<file path="config.mk">
export PLATFORM = sky130hd
export DESIGN_NAME = axi_burst_serializer
export DESIGN_NICKNAME = d
export VERILOG_FILES = /design/src/rtl/axi_burst_serializer.sv
export SDC_FILE = /design/constraint.sdc
export NUM_CORES = 1
export LEC_CHECK = 0
export BUFFER_PORTS_ARGS = -buffer_cell sky130_fd_sc_hd__buf_2
export CORE_AREA = 2 2 391 393
export CTS_CLUSTER_SIZE = 20
export DETAILED_ROUTE_END_ITERATION = 10
export DIE_AREA = 0 0 393 395
export GPL_TIMING_DRIVEN = 0
export PLACE_DENSITY = 0.38
export SETUP_SLACK_MARGIN = 0.05
export SYNTH_ARGS = -nofsm -noshare
export SYNTH_HDL_FRONTEND = slang
export SYNTH_SLANG_ARGS = --single-unit
</file>
<file path="constraint.sdc">
create_clock -name M_AXI_ACLK -period 2.8 [get_ports M_AXI_ACLK]
set_input_delay 0.56 -clock M_AXI_ACLK [delete_from_list [all_inputs] [get_ports M_AXI_ACLK]]
set_output_delay 0.56 -clock M_AXI_ACLK [all_outputs]
set_load 0.01 [all_outputs]
</file>
<file path="src/rtl/axi_burst_serializer.sv">
// Replays one scheduled packet (metadata + up to MAX_BEATS beats) per handshake as an AXI4 AR burst
// or AW+W burst, tracking outstanding B/R completions and flagging length and response errors.
module axi_burst_serializer #(
  parameter int C_M_AXI_ID_WIDTH   = 16,
  parameter int C_M_AXI_ADDR_WIDTH = 40,
  parameter int C_M_AXI_DATA_WIDTH = 128,
  parameter int MAX_BEATS          = 4,
  parameter int MAX_OUTSTANDING    = 4,
  localparam int STRB_W = C_M_AXI_DATA_WIDTH / 8,
  localparam int META_W = C_M_AXI_ADDR_WIDTH + C_M_AXI_ID_WIDTH + 30,
  localparam int CNT_W  = $clog2(MAX_OUTSTANDING + 1),
  localparam int PKT_W  = META_W + MAX_BEATS * (C_M_AXI_DATA_WIDTH + STRB_W)
) (
  input  logic                          M_AXI_ACLK,
  input  logic                          M_AXI_ARESET,
  input  logic [PKT_W-1:0]              packet_in,
  input  logic                          packet_valid,
  output logic                          packet_ready,
  output logic [C_M_AXI_ID_WIDTH-1:0]   M_AXI_AWID,
  output logic [C_M_AXI_ADDR_WIDTH-1:0] M_AXI_AWADDR,
  output logic [7:0]                    M_AXI_AWLEN,
  output logic [2:0]                    M_AXI_AWSIZE,
  output logic [1:0]                    M_AXI_AWBURST,
  output logic                          M_AXI_AWLOCK,
  output logic [3:0]                    M_AXI_AWCACHE,
  output logic [2:0]                    M_AXI_AWPROT,
  output logic [3:0]                    M_AXI_AWQOS,
  output logic [3:0]                    M_AXI_AWREGION,
  output logic                          M_AXI_AWVALID,
  input  logic                          M_AXI_AWREADY,
  output logic [C_M_AXI_DATA_WIDTH-1:0] M_AXI_WDATA,
  output logic [STRB_W-1:0]             M_AXI_WSTRB,
  output logic                          M_AXI_WLAST,
  output logic                          M_AXI_WVALID,
  input  logic                          M_AXI_WREADY,
  input  logic                          M_AXI_BVALID,
  input  logic [1:0]                    M_AXI_BRESP,
  input  logic [C_M_AXI_ID_WIDTH-1:0]   M_AXI_BID,
  output logic                          M_AXI_BREADY,
  output logic [C_M_AXI_ID_WIDTH-1:0]   M_AXI_ARID,
  output logic [C_M_AXI_ADDR_WIDTH-1:0] M_AXI_ARADDR,
  output logic [7:0]                    M_AXI_ARLEN,
  output logic [2:0]                    M_AXI_ARSIZE,
  output logic [1:0]                    M_AXI_ARBURST,
  output logic                          M_AXI_ARLOCK,
  output logic [3:0]                    M_AXI_ARCACHE,
  output logic [2:0]                    M_AXI_ARPROT,
  output logic [3:0]                    M_AXI_ARQOS,
  output logic [3:0]                    M_AXI_ARREGION,
  output logic                          M_AXI_ARVALID,
  input  logic                          M_AXI_ARREADY,
  input  logic                          M_AXI_RVALID,
  input  logic                          M_AXI_RLAST,
  input  logic [1:0]                    M_AXI_RRESP,
  output logic                          M_AXI_RREADY,
  output logic [CNT_W-1:0]              outstanding,
  output logic                          err_len,
  output logic                          err_resp
);
  localparam int DW        = C_M_AXI_DATA_WIDTH;
  localparam int IDX_W     = (MAX_BEATS > 1) ? $clog2(MAX_BEATS) : 1;
  localparam int DATA_BITS = MAX_BEATS * DW;
  localparam int META_LSB  = DATA_BITS + MAX_BEATS * STRB_W;
  localparam logic [CNT_W-1:0] MAX_OUT = CNT_W'(MAX_OUTSTANDING);

  typedef enum logic [1:0] {IDLE, AR, AW, W} state_t;

  state_t           state_reg, state_next;
  logic [PKT_W-1:0] pkt_reg;
  logic [IDX_W-1:0] beat_idx_reg, beat_idx_next;
  logic [CNT_W-1:0] outstanding_reg, outstanding_next;
  logic             packet_ready_reg, resp_ready_reg, err_len_reg, err_resp_reg;

  logic       in_type, len_ok, pkt_fire, ar_fire, aw_fire, w_fire, r_done, b_done, wlast_int;
  logic [7:0] in_len, m_len;
  logic [CNT_W:0] cnt_sum, cnt_dec, cnt_diff;

  // The accept decision looks at the incoming packet; everything driven afterwards uses pkt_reg.
  assign in_type  = packet_in[PKT_W-1];
  assign in_len   = packet_in[META_LSB+21 +: 8];
  assign len_ok   = 32'(in_len) < 32'(MAX_BEATS);
  assign m_len    = pkt_reg[META_LSB+21 +: 8];

  logic [DW-1:0]     beat_data [MAX_BEATS];
  logic [STRB_W-1:0] beat_strb [MAX_BEATS];
  for (genvar gi = 0; gi < MAX_BEATS; gi++) begin : g_beat
    assign beat_data[gi] = pkt_reg[(MAX_BEATS-1-gi)*DW +: DW];
    assign beat_strb[gi] = pkt_reg[DATA_BITS + (MAX_BEATS-1-gi)*STRB_W +: STRB_W];
  end

  assign pkt_fire  = packet_valid & packet_ready_reg;
  assign ar_fire   = (state_reg == AR) & M_AXI_ARREADY;
  assign aw_fire   = (state_reg == AW) & M_AXI_AWREADY;
  assign w_fire    = (state_reg == W) & M_AXI_WREADY;
  assign wlast_int = (state_reg == W) && (8'(beat_idx_reg) == m_len);
  assign r_done    = M_AXI_RVALID & M_AXI_RLAST & resp_ready_reg;
  assign b_done    = M_AXI_BVALID & resp_ready_reg;

  // Both address channels share the held metadata; only the VALIDs differ.
  assign M_AXI_AWREGION = pkt_reg[META_LSB +: 4];
  assign M_AXI_AWQOS    = pkt_reg[META_LSB+4 +: 4];
  assign M_AXI_AWPROT   = pkt_reg[META_LSB+8 +: 3];
  assign M_AXI_AWCACHE  = pkt_reg[META_LSB+11 +: 4];
  assign M_AXI_AWLOCK   = pkt_reg[META_LSB+15];
  assign M_AXI_AWBURST  = pkt_reg[META_LSB+16 +: 2];
  assign M_AXI_AWSIZE   = pkt_reg[META_LSB+18 +: 3];
  assign M_AXI_AWLEN    = m_len;
  assign M_AXI_AWID     = pkt_reg[META_LSB+29 +: C_M_AXI_ID_WIDTH];
  assign M_AXI_AWADDR   = pkt_reg[META_LSB+29+C_M_AXI_ID_WIDTH +: C_M_AXI_ADDR_WIDTH];
  assign M_AXI_AWVALID  = (state_reg == AW);
  assign M_AXI_ARREGION = M_AXI_AWREGION;
  assign M_AXI_ARQOS    = M_AXI_AWQOS;
  assign M_AXI_ARPROT   = M_AXI_AWPROT;
  assign M_AXI_ARCACHE  = M_AXI_AWCACHE;
  assign M_AXI_ARLOCK   = M_AXI_AWLOCK;
  assign M_AXI_ARBURST  = M_AXI_AWBURST;
  assign M_AXI_ARSIZE   = M_AXI_AWSIZE;
  assign M_AXI_ARLEN    = m_len;
  assign M_AXI_ARID     = M_AXI_AWID;
  assign M_AXI_ARADDR   = M_AXI_AWADDR;
  assign M_AXI_ARVALID  = (state_reg == AR);
  assign M_AXI_WDATA    = beat_data[beat_idx_reg];
  assign M_AXI_WSTRB    = beat_strb[beat_idx_reg];
  assign M_AXI_WLAST    = wlast_int;
  assign M_AXI_WVALID   = (state_reg == W);
  assign M_AXI_BREADY   = resp_ready_reg;
  assign M_AXI_RREADY   = resp_ready_reg;
  assign packet_ready   = packet_ready_reg;
  assign outstanding    = outstanding_reg;
  assign err_len        = err_len_reg;
  assign err_resp       = err_resp_reg;

  always_comb begin
    state_next    = state_reg;
    beat_idx_next = beat_idx_reg;
    case (state_reg)
      IDLE: if (pkt_fire) begin
        if (!in_type)    state_next = AR;
        else if (len_ok) state_next = AW;
      end
      AR: if (ar_fire) state_next = IDLE;
      AW: if (aw_fire) begin
        state_next    = W;
        beat_idx_next = '0;
      end
      W: if (w_fire) begin
        if (wlast_int) state_next = IDLE;
        else           beat_idx_next = beat_idx_reg + 1'b1;
      end
      default: state_next = IDLE;
    endcase
  end

  // Saturating up/down count: completions at zero are dropped, never wrap.
  always_comb begin
    cnt_sum  = {1'b0, outstanding_reg} + (CNT_W+1)'(ar_fire | aw_fire);
    cnt_dec  = (CNT_W+1)'(r_done) + (CNT_W+1)'(b_done);
    cnt_diff = (cnt_sum > cnt_dec) ? (cnt_sum - cnt_dec) : '0;
    outstanding_next = (cnt_diff > {1'b0, MAX_OUT}) ? MAX_OUT : cnt_diff[CNT_W-1:0];
  end

  always_ff @(posedge M_AXI_ACLK) begin
    if (M_AXI_ARESET) begin
      state_reg        <= IDLE;
      beat_idx_reg     <= '0;
      outstanding_reg  <= '0;
      pkt_reg          <= '0;
      packet_ready_reg <= 1'b0;
      resp_ready_reg   <= 1'b0;
      err_len_reg      <= 1'b0;
      err_resp_reg     <= 1'b0;
    end else begin
      state_reg        <= state_next;
      beat_idx_reg     <= beat_idx_next;
      outstanding_reg  <= outstanding_next;
      packet_ready_reg <= (state_reg == IDLE) && (state_next == IDLE) && (outstanding_next < MAX_OUT);
      resp_ready_reg   <= 1'b1;
      if (pkt_fire) pkt_reg <= packet_in;
      if (pkt_fire && in_type && !len_ok) err_len_reg <= 1'b1;
      if ((b_done && M_AXI_BRESP[1]) || (r_done && M_AXI_RRESP[1])) err_resp_reg <= 1'b1;
    end
  end
endmodule

</file>
### After elaboration in Yosys (flattened, before gate mapping)

Cells that the tools add are included.

* register bits after elaboration: 672
* input bits: 691
* logic and storage cells: 67

* add/sub/neg operators: 4
* order comparisons: 5
* equality and inequality tests: 7
* muxes and demuxes: 21
* bitwise operators: 9
* reduce and logical (&&, ||, !) cells: 13

Operators by type and width (count)
* $bmux W128 S2: 1
* $mux W128: 2
* $bmux W16 S2: 1
* $mux W16: 2
* $mux W2: 10
* $eq A2 B8 Y1: 1
* $lt A8 B3 Y1 const B: 1
* $pmux W2 S4: 1
* $and A1 B1 Y1: 7
* $logic_and A1 B1 Y1: 7
* $add A3 B1 Y4: 1
* $eq A2 B2 Y1 const B: 2
* $gt A4 B2 Y1: 1
* $gt A4 B3 Y1 const B: 1
* $logic_not A2 Y1: 2
* $mux W4: 1
* $ne A2 B1 Y1 const B: 2
* $pmux W2 S2: 1
* $reduce_and A4 Y1: 1
* $sub A4 B2 Y4: 1
* $ge A3 B3 Y1 const B: 1
* $lt A3 B3 Y1 const B: 1
* $mux W3: 1
* $not A2 Y3: 1
* other kinds (9): 9

### Longest topological paths before layout

Gate-level depths: netlist of run 1.

* depth after elaboration: 10
* depth in mapped cells: 12
* mapped depth without buffers: 11

### Least setup slack after synthesis of run 1

OpenSTA, ideal clock, no wires.

* path kind: reg-to-reg
* start point: register state_reg[0]
* end point: register packet_ready_reg (netlist: packet_ready)
* library setup time: 0.096 ns
* arrival: 2.518 ns
* slack: 0.186 ns
* stages on the path, launching flop included: 13
* buffers on the path: 1
* cell sequence: dfxtp_1 -> clkbuf_1 -> nor2b_1 -> nand2_1 -> nand2_1 -> ha_1 -> inv_1 -> ha_1 -> fa_1 -> nand4_1 -> o21ai_1 -> a211o_1 -> nor4b_1

* word-level cells in the longest chain between the ends: 10

Ends and longest elaborated chain
* from (decl): RTL line 68 `state_t state_reg, state_next;`
* from (signal assigned): RTL line 173 `state_reg <= state_next;`
* $eq A2 B1 Y1 *
* via M_AXI_ARVALID: RTL line 50 `output logic M_AXI_ARVALID,`
* $and A1 B1 Y1: RTL line 92 `assign ar_fire = (state_reg == AR) & M_AXI_ARREADY;`
* $or A1 B1 Y1: RTL line 156 `cnt_sum = {1'b0, outstanding_reg} + (CNT_W+1)'(ar_fire | aw_fire);`
* $add A3 B1 Y4: RTL line 156
* $sub A4 B2 Y4 / $gt A4 B2 Y1 (equally long branches): RTL line 158 `cnt_diff = (cnt_sum > cnt_dec) ? (cnt_sum - cnt_dec) : '0;`
* $mux W4: RTL line 158
* $gt A4 B3 Y1: RTL line 159 `outstanding_next = (cnt_diff > {1'b0, MAX_OUT}) ? MAX_OUT : cnt_diff[CNT_W-1:0];`
* $mux W3: RTL line 159
* $lt A3 B3 Y1: RTL line 176 `packet_ready_reg <= (state_reg == IDLE) && (state_next == IDLE) && (outstanding_next < MAX_OUT);`
* $logic_and A1 B1 Y1 *: RTL line 176
* to (signal assigned): RTL line 176
* to (decl): RTL line 72 `logic packet_ready_reg, resp_ready_reg, err_len_reg, err_resp_reg;`

The timed path passes the listed nets; every way through them passes the cells marked *.
A chain may end at the register's enable or synchronous reset.

### Final worst setup path of run 1

* start point: register beat_idx_reg[0]
* end point: output M_AXI_WDATA[79]

* word-level cells in the longest chain between the ends: 4

Ends and longest elaborated chain
* from (decl): RTL line 70 `logic [IDX_W-1:0] beat_idx_reg, beat_idx_next;`
* from (signal assigned): RTL line 174 `beat_idx_reg <= beat_idx_next;`
* $not A2 Y3 (implied by the code): RTL line 122 `assign M_AXI_WDATA = beat_data[beat_idx_reg];`
* $bmux W128 S2: RTL line 122
* $mux W128 (implied by the code) (2 in series): RTL line 122
* to (decl): RTL line 31 `output logic [C_M_AXI_DATA_WIDTH-1:0] M_AXI_WDATA,`

Every way passes these cells. The select of a mux whose other input is x is not followed.

==> summary.txt, run 1 <==
Cells and area
  – Commonest non-fill, non-tap cell in the layout: nand2_1
  – Commonest non-fill, non-tap cells in the layout: nand2_1 (1331), buf_2 (887), dfxtp_1 (670)
  – Largest register FFs: 661
  – P&R area growth vs syn: 44.7%
  – Fin nets: 5133
  – Layout cell share with drive strength beyond 1: 34.5%
  – Fill cell count: 16.7k
  – Post-route cell area: 40200 um^2

Global routing
  – First-pass GRT wire length: 210000 um
  – Largest net degree at the start of global routing: 14
  – Gr usage total: 19.5%
  – Global route overflow: 0
  – Vias in the first global route: 27.3k
  – Antenna violations before repair: 109

Worst setup path
  – RR Endpoint: packet_ready$_SDFF_PP0_
  – Crit path launch type: flop
  – Crit path DAT: 2.35 ns
  – R2R Path Start: state_reg[0]$_SDFF_PP0_
  – Critical path type: reg2out
  – R2R setup slack: 0.19 ns
  – CP Max Fanout: 6
  – Required time of the critical path: 2.24 ns
  – Critical path capture point type: primary output
  – Worst r2r path cells: 12

Drt
  – M1 WL: 60300 um
  – Remaining antenna violation count: 0
  – Routed WL: 158000 um
  – DR vias/cell: 4.20
  – 1st-pass router iterations: 5
  – Highest routing layer actually used: met5
  – DR vias: 27.5k
  – DRC viols: 0
  – Met3 WL: 12900 um
  – Wire length on met2: 79400 um
  – Mean routed wirelength per cell: 24.0 um
  – 1st-iter DRT viols: 1402

Floorplanning
  – # rows: 143
  – Initial Utilization: 18.4%
  – Ports: 1017
  – Die area: 155000 um^2
  – Core footprint: 151000 um^2
  – Chip width: 393 um
  – Die height: 395 um

Timing
  – Fmax: 343 MHz
  – Post-route minimum period: 2.91 ns
  – Worst Tran Pin Value: 1.09 ns
  – Fin worst setup slack: -0.111 ns
  – Final Hold Viols: 0
  – Relative slew slack: 27.4%
  – Unrepaired setup endpoints after global routing: true
  – Setup TNS: -6.56 ns
  – Final period util: 104%
  – Setup violations, final: 113
  – Slew Limit Fails: 0
  – Min Hold Slack: 0.0993 ns
  – Final setup skew: 0.0198 ns

Min path
  – Worst hold-check path type: in2reg
  – Worst Hold Launch: packet_in[59]
  – Hold endpoint: pkt_reg[59]$_SDFFE_PP0P_
  – Worst Hold Depth: 3

Synthesis
  – Top_reg_cell synth: dfxtp_1
  – Mean post-synth cell area: 8.39 um^2
  – Yosys reg bits: 672
  – Sequential area share after synthesis: 48.4%
  – Asr flop ratio synth: 0%
  – Number of synthesized flops with an enable pin: 0
  – Syn nets: 4009
  – Yosys warns: 0
  – Distinct cells, synth: 40
  – Mapped Area: 27800 um^2
  – Synth Instances: 3312

Place
  – Routability cong.: 0.882
  – Hpwl dp: 124000 um
  – Place WS: -0.572 ns
  – Post-DP Area: 35400 um^2
  – I/O Buffers: 998

CTS
  – Clk_lat worst skew: 0.68 ns
  – Hold Buf Count CTS: 0
  – CTS tree: yes
  – Worst-path clk slew: 0.06 ns
  – CTS max path bufs: 3
  – Clock sinks: 672
  – H-tree depth: 3
  – Clk root buf: clkbuf_16
  – Total CTS buffers: 86

Status
  – Failing checks: negative setup slack
  – Status: finished, violations left

Power and ir drop
  – Total power divided by cell area: 641 nW/um^2
  – Leak: 16.2 nW
  – Power, Total: 25.8 mW
  – Worst VDD drop: 420 uV

Flow run
  – Max-cap violations: 0
[worst max path at each step]
stage | startpoint | endpoint | cells after the start
4_1_cts | beat_idx_reg[0]$_SDFFE_PP0P_ | M_AXI_WDATA[79] | 6
3_3_place_gp | beat_idx_reg[0]$_SDFFE_PP0P_ | M_AXI_WDATA[78] | 5
3_5_place_dp | beat_idx_reg[0]$_SDFFE_PP0P_ | M_AXI_WDATA[78] | 5
6_report | beat_idx_reg[0]$_SDFFE_PP0P_ | M_AXI_WDATA[79] | 6
2_1_floorplan | state_reg[0]$_SDFF_PP0_ | packet_ready$_SDFF_PP0_ | 12
5_1_grt | beat_idx_reg[0]$_SDFFE_PP0P_ | M_AXI_WDATA[79] | 6
[cells in the mapped netlist (2+ instances only)]
master | n | area share (%)
a21boi_0 | 2 | 0.054
a21oi_1 | 667 | 12
a31o_1 | 2 | 0.063
a31oi_1 | 2 | 0.045
and2_0 | 2 | 0.045
and2_1 | 3 | 0.068
buf_1 | 24 | 0.32
buf_2 | 27 | 0.49
buf_4 | 170 | 4.6
clkbuf_1 | 208 | 2.8
dfxtp_1 | 672 | 48
ha_1 | 5 | 0.23
inv_1 | 4 | 0.054
mux4_2 | 144 | 12
nand2_1 | 1331 | 18
nand3_1 | 4 | 0.072
nand4_1 | 2 | 0.045
nor2_1 | 6 | 0.081
nor2b_1 | 5 | 0.11
nor3_1 | 4 | 0.072
nor4_1 | 4 | 0.090
o21a_1 | 2 | 0.054
o21ai_0 | 2 | 0.036
o21ai_1 | 3 | 0.054
xnor2_1 | 2 | 0.063
[through the flow]
stage,instances,utilization [%]
global route,6546,26.6
floorplan,3312,-
CTS,6519,26.3
global placement,6340,23.4
detailed placement,6344,23.4
finish,6560,26.6
[critical path, cell delays in order, from the launching register on]
cell and delay (ns):
dfxtp_2 0.34, buf_12 0.16, clkbuf_16 0.20, buf_16 0.15, buf_12 0.12, mux4_2 0.53
buf_6 0.14
[kinds of logic (layout without fill, tap and decap cells)]
logic type,Yosys count,in the layout,share of synthesized area [%]
and+or+nand+nor,1366,1366,18.7
AOI/OAI and AO/OA,685,685,12.5
DFF,672,672,48.4
buffers and inverters,435,1622,8.30
muxes,145,145,11.7
adders and majority gates,6,6,0.297
xor gates and xnor gates,3,3,0.0946
other,0,31,0
[area by class of cell]
class	count	area, um^2	area share [%]
multi-input combinational	2205	12100	30.0
clock buffer	121	2500	6.23
sequential	672	13500	33.5
inverter	6	22.5	0.0560
buffer	428	2740	6.81
timing repair buffer	1037	6430	16.0
clock inverter	30	363	0.902
tap	2030	2540	6.32
antenna	31	77.6	0.193
[report_power, final]
group	leakage [nW]	switching, mW	total, mW	internal [mW]
combinational	9.33	2.29	3.82	1.53
sequential	5.48	0.452	10.6	10.2
clock	1.41	4.77	11.3	6.56
[layer usage]
| layer | track usage, % | vias to the layer above |
|---|---|---|
| li1 | - | 13100 |
| met1 | 22.0 | 13100 |
| met2 | 34.3 | 918 |
| met3 | 6.43 | 301 |
| met4 | 6.11 | 68 |
| met5 | 0 | - |
[what timing repair did]
item | CTS | global route
resized for setup | 243 | 82
buffers inserted | 14 | 10
pin swaps | 2 | 2
cloned | 10 | 6
setup endpoints to repair | 149 | 148
No activity file was read; power rests on OpenSTA's default activity.
==> run 2: changes to the inputs <==
--- a/config.mk
+++ b/config.mk
@@ -7,11 +7,12 @@
 export LEC_CHECK = 0
 export BUFFER_PORTS_ARGS = -buffer_cell sky130_fd_sc_hd__buf_2
 export CORE_AREA = 2 2 391 393
-export CTS_CLUSTER_SIZE = 20
+export CTS_CLUSTER_SIZE = 14
 export DETAILED_ROUTE_END_ITERATION = 10
 export DIE_AREA = 0 0 393 395
 export GPL_TIMING_DRIVEN = 0
 export PLACE_DENSITY = 0.38
+export REMOVE_ABC_BUFFERS = 1
 export SETUP_SLACK_MARGIN = 0.05
 export SYNTH_ARGS = -nofsm -noshare
 export SYNTH_HDL_FRONTEND = slang
==> run 2 against run 1 <==
Compared with the run above: the run still ends with negative setup slack left; register-to-register slack better by 0.10 ns; first-iteration DRC count down 15%; global-route usage down 4.6 points; highest routed layer unchanged.
==> summary.txt, run 2 (synthesis results as in run 1) <==
Status
  – Status: finished, violations left
  – Failing checks: negative setup slack

CTS
  – Hold Buf Count CTS: 0 (unchanged)
  – Clk root buf: clkbuf_16
  – CTS tree: yes
  – H-tree depth: 3 (unchanged)
  – Worst-path clk slew: 0.06 ns (about the same)
  – CTS max path bufs: 3 (unchanged)
  – Clock sinks: 672 (unchanged)
  – Clk_lat worst skew: 0.69 ns (about the same)
  – Total CTS buffers: 85 (-1.2%)

Global routing
  – M2 GR Usage: 25.0% (-9.2 points)
  – Met3 GRT Util: 4.58% (-1.8 points)
  – Largest net degree at the start of global routing: 133 (+119)
  – GRT Max-Usage Layer: met2
  – Global route overflow: 0 (unchanged)
  – First-pass GRT wire length: 169000 um (-20%)
  – Met1 usage: 17.2% (-4.7 points)
  – Gr usage total: 14.8% (-4.6 points)
  – Antenna violations before repair: 77 (-29%)
  – Vias in the first global route: 24.7k (-9.5%)

Floorplanning
  – Initial Utilization: 18.4% (unchanged)
  – Core footprint: 151000 um^2 (unchanged)
  – Die area: 155000 um^2 (unchanged)
  – Die height: 395 um (unchanged)
  – Chip width: 393 um (unchanged)
  – # rows: 143 (unchanged)
  – Ports: 1017 (unchanged)

Timing
  – Slew Limit Fails: 0 (unchanged)
  – Fmax: 344 MHz (+0.26%)
  – Worst Tran Pin Value: 0.891 ns (-0.198 ns)
  – Final Hold Viols: 0 (unchanged)
  – Unrepaired setup endpoints after global routing: true
  – Final setup skew: 0.0224 ns (+0.00262 ns)
  – Setup violations, final: 56 (-50%)
  – Post-route minimum period: 2.90 ns (-0.00756 ns)
  – Setup TNS: -1.57 ns (+4.99 ns)
  – Final period util: 104% (-0.27 points)
  – Min Hold Slack: 0.101 ns (+0.00178 ns)
  – Relative slew slack: 40.0% (+13 points)
  – Fin worst setup slack: -0.104 ns (+0.00756 ns)

Cells and area
  – Layout cell share with drive strength beyond 1: 33.5% (-1.1 points)
  – Final Util: 25.7% (-0.91 points)
  – Commonest non-fill, non-tap cell in the layout: nand2_1
  – P&R area growth vs syn: 39.8%
  – Largest register FFs: 661 (unchanged)
  – Commonest non-fill, non-tap cells in the layout: nand2_1 (1330), buf_2 (879), dfxtp_1 (667), a21oi_1 (667), mux4_2 (144)
  – Fin nets: 4762 (-7.2%)

Worst setup path
  – Crit-path max cell delay: 0.68 ns (+0.15 ns)
  – Cell Chain, Critical Path: buf_12 -> buf_16 -> buf_16 -> mux4_2 -> buf_6
  – Crit path to: M_AXI_WDATA[107]
  – CP Max Fanout: 5 (-1)
  – Crit path launch type: flop
  – Crit path DAT: 2.34 ns (about the same)
  – R2R setup slack: 0.29 ns (+0.10 ns)
  – Most common cell on crit path: buf_16
  – R2R Path Start: state_reg[0]$_SDFF_PP0_
  – RR Endpoint: packet_ready$_SDFF_PP0_
  – Critical path capture point type: primary output
  – CP max stage cell: mux4_2
  – Required time of the critical path: 2.24 ns (about the same)
  – CP startpoint: beat_idx_reg[0]$_SDFFE_PP0P_
  – Worst r2r path cells: 11 (-1)
  – Critical path type: reg2out

Drt
  – Routed WL: 121000 um (-23%)
  – DR vias: 25.6k (-6.9%)
  – DR vias/cell: 4.14 (-1.3%)
  – 1st-iter DRT viols: 1192 (-15%)
  – Mean routed wirelength per cell: 19.5 um (-19%)
  – Remaining antenna violation count: 0 (unchanged)
  – DRC viols: 0 (unchanged)
  – 1st-pass router iterations: 5 (unchanged)

Place
  – Hpwl dp: 82000 um (-34%)
  – Routability cong.: 0.816 (-7.4%)
  – I/O Buffers: 998 (unchanged)

Power and ir drop
  – Leak: 15.3 nW (-5.5%)
  – Worst VDD drop: 394 uV (-6.3%)
  – Power, Total: 25.1 mW (-2.7%)
  – Total power divided by cell area: 646 nW/um^2 (+0.73%)

Min path
  – Worst hold-check path type: in2reg
  – Worst Hold Launch: packet_in[213]

Flow run
  – Max-cap violations: 0 (unchanged)
==> run 2: cell types whose count changed in the layout (fill, tap and decap cells not counted), sizes merged <==
cell and delta:
clkbuf -202, buf -167, clkinv -9, bufbuf +4, bufinv +2, diode -2
inv +2, nand2 +2
==> run 2: layout make-up <==
cell class / instances / area, um^2
Clock inverter: 25 / 333
Tap cell: 2030 / 2540
Sequential cell: 672 / 13500
Multi-Input combinational cell: 2207 / 12100
Clock buffer: 128 / 2510
Timing Repair Buffer: 1093 / 7790
Fill cell: 16800 / 112000
Inverter: 6 / 22.5
Antenna cell: 29 / 72.6
==> run 2: through the flow <==
step	instances	worst slack [ns]	cell area [um^2]
6_report	6190	-0.104	38800
4_1_cts	6160	-0.205	38500
2_1_floorplan	2883	-9.75	25500
3_5_place_dp	5942	-0.414	33900
5_1_grt	6180	-0.202	38800
3_3_place_gp	5911	-23.02	33000
==> run 2: report_power, final <==
part	leakage (nW)	internal [mW]	switching (mW)
sequential	5.48	10.2	0.356
clock	1.40	6.69	4.65
combinational	8.45	1.40	1.81
total	15.3	18.3	6.81
==> run 2: worst min-delay path by stage <==
stage / end / depth (start not counted)
2_1_floorplan: pkt_reg[128]$_SDFFE_PP0P_ / 2
3_3_place_gp: pkt_reg[325]$_SDFFE_PP0P_ / 2
3_5_place_dp: pkt_reg[97]$_SDFFE_PP0P_ / 2
4_1_cts: pkt_reg[213]$_SDFFE_PP0P_ / 3
5_1_grt: pkt_reg[213]$_SDFFE_PP0P_ / 3
6_report: pkt_reg[213]$_SDFFE_PP0P_ / 3
==> run 2: repair_timing <==
action	4_1_cts	5_1_grt
pin swaps	1	3
cloned	22	2
endpoints found under the setup margin	221	219
gates resized for setup	193	66
buffers inserted	43	6
==> run 2: layer usage <==
metal | wire (um) | vias to the layer above
met1 | 48600 | 12200
met5 | 217 | -
met3 | 9270 | 231
met4 | 3970 | 34
li1 | - | 12400
met2 | 58800 | 787
==> run 2: critical path, delay by kind of cell (launching register included) <==
kind	cells	cell delay, ns
buffers and inverters	4	0.59
multiplexers	1	0.68
flip-flops	1	0.37
==> run 3: changes to the inputs <==
--- a/config.mk
+++ b/config.mk
@@ -5,11 +5,13 @@
 export SDC_FILE = /design/constraint.sdc
 export NUM_CORES = 1
 export LEC_CHECK = 0
+export ABC_AREA = 0
 export BUFFER_PORTS_ARGS = -buffer_cell sky130_fd_sc_hd__buf_2
-export CORE_AREA = 2 2 391 393
+export CORE_AREA = 2 2 393 395
+export CTS_BUF_LIST = sky130_fd_sc_hd__clkbuf_2
 export CTS_CLUSTER_SIZE = 14
 export DETAILED_ROUTE_END_ITERATION = 10
-export DIE_AREA = 0 0 393 395
+export DIE_AREA = 0 0 395 397
 export GPL_TIMING_DRIVEN = 0
 export PLACE_DENSITY = 0.38
 export REMOVE_ABC_BUFFERS = 1
==> run 3 against run 2 <==
Compared with the run above: the run now fails in 4_1_cts; synthesized cell count is the same; area after synthesis stayed put.
==> summary.txt, run 3 <==
CTS
  – Total CTS buffers: 198 (+130%)
  – Buffers inserted by post-CTS timing repair: 55 (+28%)
  – Hold Buf Count CTS: 1276 (+1276)
  – Clk root buf: clkbuf_2
  – H-tree depth: 4 (+1)
  – # resized after CTS: 510 (+160%)
  – Clock sinks: 672 (unchanged)
  – CTS max path bufs: 3 (unchanged)

Place
  – I/O Buffers: 998 (unchanged)
  – Hpwl dp: 85100 um (+3.8%)
  – Routability cong.: 0.841 (+3.1%)

Synthesis
  – Top_reg_cell synth: dfxtp_1
  – Synth Instances: 3312 (unchanged)
  – Distinct cells, synth: 40 (unchanged)
  – Yosys top cell area share: 48.4% (unchanged)
  – Yosys reg bits: 672 (unchanged)
  – Most area-consuming cells after synthesis: dfxtp_1 (48%), nand2_1 (18%), a21oi_1 (12%)
  – Yosys warns: 0 (unchanged)
  – Post-synth top cells: nand2_1 (1331), dfxtp_1 (672), a21oi_1 (667), clkbuf_1 (208), buf_4 (170)
  – Mapped Area: 27800 um^2 (unchanged)
  – Most area-hungry cell type in the Yosys netlist: dfxtp_1
  – Mean post-synth cell area: 8.39 um^2 (unchanged)
  – Cell with the most instances after synthesis: nand2_1
  – Asr flop ratio synth: 0% (unchanged)
  – Number of synthesized flops with an enable pin: 0 (unchanged)
  – Sequential area share after synthesis: 48.4% (unchanged)

Status
  – Status: aborted with a tool error
  – Stopped at: 4_1_cts
  – Error msg: [ERROR RSZ-0060] Max buffer count reached.

Floorplanning
  – Initial Utilization: 18.2% (-0.21 points)
  – # rows: 144 (+0.70%)
  – Die height: 397 um (+0.51%)
  – Chip width: 395 um (+0.51%)
  – Ports: 1017 (unchanged)
run 3: per-stage QoR:
step	hold WS [ns]	worst slack, ns	std cells	instance area (um^2)	utilization [%]
3_5_place_dp	0.443	-0.466	5956	33900	22.2
3_3_place_gp	0.441	-24.06	5925	33100	21.6
2_1_floorplan	0.427	-9.75	2883	25500	-
run 3: cell families after synthesis:
group | Yosys count | synth area share [%]
XOR/XNOR | 3 | 0.0946
buffers and inverters | 435 | 8.30
flip-flops | 672 | 48.4
AO/OA/AOI/OAI | 685 | 12.5
AND/OR/NAND/NOR | 1366 | 18.7
adder cells (fa/ha/maj) | 6 | 0.297
multiplexers | 145 | 11.7
==> run 4: changes to the inputs <==
==> config.mk (replaced) <==
export PLATFORM = sky130hd
export DESIGN_NAME = axi_burst_serializer
export DESIGN_NICKNAME = d
export VERILOG_FILES = /design/src/rtl/axi_burst_serializer.sv
export SDC_FILE = /design/constraint.sdc
export NUM_CORES = 1
export LEC_CHECK = 0
export ABC_AREA = 0
export BUFFER_PORTS_ARGS = -buffer_cell sky130_fd_sc_hd__buf_2
export CORE_AREA = 2 2 399 401
export DETAILED_ROUTE_END_ITERATION = 10
export DIE_AREA = 0 0 401 403
export GPL_TIMING_DRIVEN = 0
export PLACE_DENSITY_LB_ADDON = 0.15
export REMOVE_ABC_BUFFERS = 1
export SYNTH_ARGS = -nofsm -noshare
export SYNTH_HDL_FRONTEND = slang
export SYNTH_SLANG_ARGS = --single-unit
==> run 4 against run 3 <==
Compared with the run above: the flow now finishes, with violations (negative setup slack).
==> summary.txt, run 4 (synthesis results as in run 1) <==
Worst setup path
  – Crit path launch type: flop
  – Critical path capture point type: primary output
  – Cell Chain, Critical Path: buf_16 -> buf_16 -> buf_12 -> mux4_2 -> buf_2
  – Most common cell on crit path: buf_16
  – Required time of the critical path: 2.24 ns
  – Crit path DAT: 2.26 ns
  – Critical path type: reg2out
  – Crit-path max cell delay: 0.50 ns
  – CP Buf/Inv Count: 4
  – CP Max Fanout: 15
  – CP max stage cell: mux4_2
  – CP top delay family: buffers and inverters

Floorplanning
  – Initial Utilization: 17.6% (-0.52 points)
  – Die height: 403 um (+1.5%)
  – Chip width: 401 um (+1.5%)
  – Die area: 162000 um^2
  – Core footprint: 157000 um^2
  – # rows: 146 (+1.4%)
  – Ports: 1017 (unchanged)

Power and ir drop
  – Total power divided by cell area: 661 nW/um^2
  – Power, Total: 25.4 mW
  – Sw Share: 27.2%
  – P_int: 18.5 mW
  – Comb pwr share: 12.5%
  – Worst VDD drop: 394 uV
  – P_sw: 6.90 mW
  – Sequential power share: 41.5%
  – Leak: 15.3 nW
  – Clock share of power: 46.1%

Timing
  – Post-route minimum period: 2.82 ns
  – Worst Tran Pin Value: 0.901 ns
  – Relative slew slack: 39.4%
  – Fin worst setup slack: -0.0240 ns
  – Slew Limit Fails: 0
  – Fmax: 354 MHz
  – Final setup skew: 0.0349 ns
  – Unrepaired setup endpoints after global routing: true
  – Setup violations, final: 19
  – Final period util: 101%
  – Final Hold Viols: 0

Drt
  – 1st-iter DRT viols: 1204
  – Mean routed wirelength per cell: 19.9 um
  – Routed WL: 124000 um
  – Remaining antenna violation count: 0
  – DR vias: 25.7k
  – 1st-pass router iterations: 5
  – DRC viols: 0
  – DR vias/cell: 4.13

CTS
  – Total CTS buffers: 88 (-56%)
  – H-tree depth: 3 (-1)
  – Clk root buf: clkbuf_16
  – CTS max path bufs: 3 (unchanged)
  – Clock sinks: 672 (unchanged)
  – CTS tree: yes
  – Clk_lat worst skew: 0.69 ns
  – Worst-path clk slew: 0.06 ns

Global routing
  – Global route overflow: 0
  – First-pass GRT wire length: 174000 um
  – Antenna violations before repair: 84
  – Vias in the first global route: 25.2k
  – Largest net degree at the start of global routing: 129
  – Gr usage total: 14.6%

Cells and area
  – Layout cell share with drive strength beyond 1: 33.5%
  – Fin nets: 4767
  – Commonest non-fill, non-tap cell in the layout: nand2_1
  – P&R area growth vs syn: 38.2%
  – Largest register FFs: 661
  – Commonest non-fill, non-tap cells in the layout: nand2_1 (1330), buf_2 (950), dfxtp_1 (668)

Status
  – Status: finished, violations left
  – Failing checks: negative setup slack

Place
  – Hpwl dp: 84000 um (-1.2%)
  – I/O Buffers: 998 (unchanged)
  – Place WS: -0.717 ns (-0.251 ns)
  – Routability cong.: 0.774 (-8.0%)

Min path
  – Worst hold-check path type: in2reg

Flow run
  – Max-cap violations: 0
run 4: routing by layer:
metal / global-route usage (%) / routed length, um
met1: 16.5 / 48800
met2: 25.4 / 60900
met3: 4.92 / 9400
met4: 5.51 / 4400
met5: 0 / 357
run 4: metrics by stage:
step	util [%]	hold slack, ns	cells	TNS (ns)	area [um^2]
floorplan	-	0.427	2883	-6572.89	25500
global placement	21.0	0.440	5953	-	33100
detailed placement	21.6	0.443	5987	-43.35	34100
CTS	24.2	0.00790	6204	-7.12	38200
global route	24.4	0.0476	6217	-5.92	38400
finish	24.4	0.0987	6226	-0.140	38400
run 4: worst reg2reg max path, stage by stage (launching register included):
cell     delay [ns]
dfxtp_1        0.40
nand2_8        0.22
buf_16         0.28
buf_16         0.29
buf_16         0.32
buf_16         0.37
buf_16         0.32
nand2_1        0.19
a21oi_1        0.16
run 4: what timing repair did:
item	in CTS	in global routing
buffers inserted	45	3
endpoints found under the setup margin	134	161
cloned	16	2
hold buffers	0	0
gates resized for setup	100	25
pin swaps	1	0
run 4: path summary, 6_finish.rpt:
kind	startpoint	to	slack (ns)	cells past startpoint
worst min register to register	pkt_reg[128]$_SDFFE_PP0P_	pkt_reg[128]$_SDFFE_PP0P_	0.45	2
worst max register to register	packet_ready$_SDFF_PP0_	pkt_reg[359]$_SDFFE_PP0P_	0.20	8
worst max-delay path	beat_idx_reg[0]$_SDFFE_PP0P_	M_AXI_WDATA[59]	-0.02	5
worst min-delay path	packet_in[351]	pkt_reg[351]$_SDFFE_PP0P_	0.1	3
run 4: cell type report:
cell class | count | area (um^2)
timing repair buffer | 1097 | 7280
inverter | 6 | 22.5
antenna | 18 | 45.0
fill | 17500 | 119000
multi-input combinational | 2205 | 12100
tap | 2072 | 2590
sequential | 672 | 13500
clock inverter | 27 | 393
clock buffer | 129 | 2550
run 4: power by group through the flow:
stage                     sequential (mW)  combinational, mW  clock, mW
after global placement               10.6               3.28          0
after CTS                            10.5               3.20       12.2
final                                10.5               3.16       11.7
after global routing                 10.6               3.52       12.5
after floorplan                      10.7               1.99          0
after detailed placement             10.7               3.14          0
